--- src/rtl/mc_speed_pi.sv ---
// Speed-loop PI controller: averaged speed sample in, clamped PWM duty word out.
// Five-state pipeline (IDLE/ERR/MUL/ACC/OUT) with a saturating integrator.
module mc_speed_pi #(
    parameter int FRAC_BITS = 8,
    parameter int DUTY_W    = 11,
    parameter int DUTY_MAX  = 2000,
    parameter int INT_LIMIT = DUTY_MAX << FRAC_BITS
) (
    input  logic              up_clk,
    input  logic              up_rstn,
    input  logic              enable_i,
    input  logic [31:0]       ref_speed_i,
    input  logic [15:0]       kp_i,
    input  logic [15:0]       ki_i,
    input  logic [31:0]       speed_i,
    input  logic              speed_valid_i,
    output logic [DUTY_W-1:0] duty_o,
    output logic              duty_valid_o,
    output logic              busy_o,
    output logic              integ_sat_o,
    output logic [15:0]       drop_count_o
);

    typedef enum logic [2:0] {
        S_IDLE,
        S_ERR,
        S_MUL,
        S_ACC,
        S_OUT
    } state_t;

    localparam logic signed [50:0] LIM_P = 51'(INT_LIMIT);
    localparam logic signed [50:0] LIM_N = -LIM_P;
    localparam logic signed [50:0] DMAX  = 51'(DUTY_MAX);

    state_t state;

    logic [31:0] ref_q;
    logic [31:0] speed_q;
    logic [15:0] kp_q;
    logic [15:0] ki_q;

    logic signed [32:0] err_q;
    logic signed [49:0] p_q;
    logic signed [49:0] iinc_q;
    logic signed [49:0] integ_q;

    logic [DUTY_W-1:0] duty_q;
    logic              duty_valid_q;
    logic              sat_q;
    logic [15:0]       drop_q;

    logic signed [32:0] err_c;
    logic signed [49:0] kp_ext;
    logic signed [49:0] ki_ext;
    logic signed [49:0] err_ext;
    logic signed [49:0] p_c;
    logic signed [49:0] iinc_c;
    logic signed [50:0] isum;
    logic signed [49:0] integ_nx;
    logic               sat_nx;
    logic signed [50:0] osum;
    logic signed [50:0] y;
    logic [DUTY_W-1:0]  duty_nx;
    logic               drop_hit;

    // Error is formed on 33 bits so the unsigned difference cannot overflow.
    assign err_c   = {1'b0, ref_q} - {1'b0, speed_q};

    // Gains are unsigned, so they enter the signed product zero-extended.
    assign kp_ext  = {{34{1'b0}}, kp_q};
    assign ki_ext  = {{34{1'b0}}, ki_q};
    assign err_ext = {{17{err_q[32]}}, err_q};
    assign p_c     = kp_ext * err_ext;
    assign iinc_c  = ki_ext * err_ext;

    // One guard bit on the integrator sum so the clamp sees the true value.
    assign isum     = {integ_q[49], integ_q} + {iinc_q[49], iinc_q};
    assign integ_nx = (isum > LIM_P) ? LIM_P[49:0] :
                      (isum < LIM_N) ? LIM_N[49:0] :
                      isum[49:0];
    assign sat_nx   = (isum >= LIM_P) || (isum <= LIM_N);

    // Output stage uses the freshly clamped integrator so duty lands in OUT.
    assign osum    = {p_q[49], p_q} + {integ_nx[49], integ_nx};
    assign y       = osum >>> FRAC_BITS;
    assign duty_nx = y[50]      ? '0 :
                     (y > DMAX) ? DMAX[DUTY_W-1:0] :
                     y[DUTY_W-1:0];

    assign drop_hit = enable_i && speed_valid_i && (state != S_IDLE);

    // Sequencer plus all datapath registers; disable aborts and clears the loop.
    always_ff @(posedge up_clk or negedge up_rstn) begin
        if (!up_rstn) begin
            state        <= S_IDLE;
            ref_q        <= '0;
            speed_q      <= '0;
            kp_q         <= '0;
            ki_q         <= '0;
            err_q        <= '0;
            p_q          <= '0;
            iinc_q       <= '0;
            integ_q      <= '0;
            duty_q       <= '0;
            duty_valid_q <= 1'b0;
            sat_q        <= 1'b0;
        end else if (!enable_i) begin
            state        <= S_IDLE;
            integ_q      <= '0;
            sat_q        <= 1'b0;
            duty_q       <= '0;
            duty_valid_q <= 1'b0;
        end else begin
            duty_valid_q <= 1'b0;
            unique case (state)
                S_IDLE: begin
                    if (speed_valid_i) begin
                        ref_q   <= ref_speed_i;
                        speed_q <= speed_i;
                        kp_q    <= kp_i;
                        ki_q    <= ki_i;
                        state   <= S_ERR;
                    end
                end
                S_ERR: begin
                    err_q <= err_c;
                    state <= S_MUL;
                end
                S_MUL: begin
                    p_q    <= p_c;
                    iinc_q <= iinc_c;
                    state  <= S_ACC;
                end
                S_ACC: begin
                    integ_q      <= integ_nx;
                    sat_q        <= sat_nx;
                    duty_q       <= duty_nx;
                    duty_valid_q <= 1'b1;
                    state        <= S_OUT;
                end
                S_OUT: begin
                    state <= S_IDLE;
                end
                default: begin
                    state <= S_IDLE;
                end
            endcase
        end
    end

    // Count samples arriving while a calculation is in flight; sticks at max.
    always_ff @(posedge up_clk or negedge up_rstn) begin
        if (!up_rstn) begin
            drop_q <= '0;
        end else if (drop_hit && (drop_q != 16'hFFFF)) begin
            drop_q <= drop_q + 16'd1;
        end
    end

    assign duty_o       = duty_q;
    assign duty_valid_o = duty_valid_q;
    assign busy_o       = (state != S_IDLE);
    assign integ_sat_o  = sat_q;
    assign drop_count_o = drop_q;

endmodule
--- config.mk ---
export PLATFORM = sky130hd
export DESIGN_NAME = mc_speed_pi
export DESIGN_NICKNAME = d
export VERILOG_FILES = /design/src/rtl/mc_speed_pi.sv
export SDC_FILE = /design/constraint.sdc
export NUM_CORES = 2
export LEC_CHECK = 0
export BUFFER_PORTS_ARGS = -buffer_cell sky130_fd_sc_hd__clkbuf_2
export CORE_MARGIN = 8
export CORE_UTILIZATION = 60
export CTS_CLUSTER_SIZE = 28
export DETAILED_ROUTE_END_ITERATION = 6
export PLACE_DENSITY_LB_ADDON = 0.12
export RECOVER_POWER = 25
export SYNTH_ARGS = -nofsm -noshare
export SYNTH_HDL_FRONTEND = slang
export SYNTH_SLANG_ARGS = --single-unit
--- constraint.sdc ---
create_clock -name up_clk -period 13.44 [get_ports up_clk]
set_clock_uncertainty 0.1 [all_clocks]
set_input_delay 0.672 -clock up_clk [delete_from_list [all_inputs] [get_ports up_clk]]
set_output_delay 0.672 -clock up_clk [all_outputs]
set_load 0.01 [all_outputs]
==> flow_summary.toml <==
[layout]
synthToLayoutAreaGrowth_pct = 5.31
final_cell_mix = "inv_1, fa_1, nand2_1, and2_1, ha_1"
postLayoutCellArea_um2 = 57500
final_core_util = 0.638
fin_nets = 7511
mostFrequentLayoutCell = "inv_1"
fillCellCount = 7681
drive_gt1_frac = 0.0599

[drt]
wl_per_cell_um = 20.1
drc = 19
avgViaCountPerCell = 5.70
drtPass1Iterations = 7
wirelength_um = 146000
drt_first_iter_violations = 3348
vias = 41300
drtAntennaViolNets = 0

[sta]
final-hold-violation-count = 0
fin_tns_setup_ns = 0
layout_min_cycle_time_ns = 9.90
rsz0062_at_grt = "no"
fmaxAchievable_mhz = 101
period_share = 0.737
finalSetupViolations = 0
slew_headroom = -2.65
worst_pin_slew_ns = 5.47
drv_slew = 242

[clock_network]
cts.sinks = 311
clk_latency_ns = 0.63
cts_tree = "done"
cts_inserted_buffers = 42
root_buffer = "clkbuf_16"
cts.repair.resized = 0
clock_path_buffers = 3
ctsHtreeMaxLevel = 2
cts_setup_buffers = 0
clkTransAtPathRegs_ns = 0.07

[critical_path]
arrival_ns = 10.36
criticalPathCategory = "reg -> reg"
critPathRequiredTime_ns = 13.90
cp.buffers_inverters = 1
startpoint_type = "flop"
endpoint_kind = "flop"
crit_family = "compound AO/OA/AOI/OAI gates"
regToRegSetupSlack_ns = 3.54
path_max_fanout = 8
crit_slowest_cell = "nor4b_4"
cp_slowest_stage_delay_ns = 0.62
crit_path_frequent_cell = "a21oi_1"

[global_route]
antenna_found_initial = 8
grt_max_degree = 145
grtUsageMet3 = 0.0713
grt_pass1_vias = 43700
use_met2 = 0.452
grt_usage = 0.293
grt_util_met1 = 0.412
grt_pass1_wl_um = 238000
gr-total-overflow = 0
busiest_layer = "met2"

[synthesis]
synth_edf_count = 0
avgSynthCellArea_um2 = 8.97
yosysWarnings = 0
seq_area_frac_synth = 0.142
ys_ff_latch = 311
syn_inst = 6091
synth_fp_nets = 7568
netlist_area_um2 = 54600
ys_types = 98
synthArstFlopShare = 1.00
synthFlopType = "dfrtp_1"

[die]
die_area_um2 = 101000
die_x_um = 318
initial_core_util = 0.606
core_area_um2 = 90100
ios = 130
fp.dieH_um = 318
core.rowCount = 110

[placed_design]
io_buffers = 129
place.gp.congestion = 0.913
postPlaceCellArea_um2 = 56200
dp_hpwl_um = 113000

[hold_path]
hold_path.class = "in -> reg"

[job]
max-cap-violations = 3

[run_status]
status = "complete, but fails checks"
violations = "DRC, capacitance limit, slew limit"
## cells in the mapped netlist, types with 21 or more instances
cell      count  area, um2
nand3_1      52        260
nor2_1      115        432
mux2_2       73        822
xnor2_1     124       1090
inv_1      1220       4580
dfrtp_1     311       7780
nor2b_1      32        200
nand4_1      43        269
ha_1        369       4620
o31ai_1      29        218
a21oi_1     186        931
nor3_1       45        225
fa_1       1008      20200
o21ai_0     255       1280
a21o_1      120        901
and3_1       21        131
xor2_1       74        648
a22o_1       21        184
and2_1      409       2560
nand2b_1     30        188
clkbuf_1    290       1090
nand2_1     962       3610
o21a_1       21        158
o21bai_1     28        210
## registers in the layout, indices dropped and copies added, names as in the netlist
name,cells
drop_count_o,16
speed_q,32
p_q,50
iinc_q,50
err_q,33
state,3
ki_q,16
ref_q,32
kp_q,16
duty_valid_o,1
integ_sat_o,1
duty_o,11
integ_q,50
## metal layers
metal	vias up	wire length (um)
li1	18600	-
met1	20800	63300
met2	1565	64000
met3	317	13600
met4	6	4680
met5	-	43
## tightest hold or removal path: cells and delay by family
family | cells | cell delay (ns)
compound gates | 1 | 0.05
buf+inv | 1 | 0.07
simple gates | 1 | 0.03
## kinds of logic (layout without fill, tap and decap cells)
group,after synthesis,after routing,share of synthesized area
multiplexers,77,77,0.0158
other,0,2,0
flip-flops,311,311,0.142
XOR/XNOR,198,198,0.0317
AND/OR/NAND/NOR,1772,1772,0.154
AO/OA/AOI/OAI,825,825,0.0966
adder cells (fa/ha/maj),1380,1380,0.454
buffers and inverters,1528,1502,0.105
## per-stage QoR
stage	setup WS, ns	instances	hold slack (ns)
after floorplan	5.08	6091	0.276
after global placement	3.81	7165	0.361
after detailed placement	3.69	7165	0.371
after CTS	3.63	7241	0.111
after global routing	2.83	7241	0.156
final	3.54	7243	0.147
## final timing paths
path / startpoint / to / cells past startpoint
setup reg to reg: integ_q[0] / duty_o[5] / 34
setup / recovery: integ_q[0] / duty_o[5] / 34
min in group asynchronous: up_rstn / integ_sat_o / 2
max in group asynchronous: up_rstn / integ_q[26] / 4
hold / removal: speed_i[19] / speed_q[19] / 3
hold reg to reg: integ_q[20] / integ_q[20] / 1
## layout make-up
class	instances	area [um2]	area share
repair buffers	207	1200	0.0208
diodes	2	5.00	0.0000870
clock buffers	56	1180	0.0206
flip-flops and latches	311	7790	0.135
inverters	1220	4580	0.0796
clock inverters	19	188	0.00326
well taps	1176	1470	0.0256
multi-input cells	4252	41100	0.715
## repair_timing
action	4_1_cts	5_1_grt
endpoints found under the setup margin	0	0
hold buffers	1	0
endpoints found under the hold margin	9	0
Power is not shown: default switching activity piles up to over one toggle a cycle in this logic, so the estimate is an artifact.
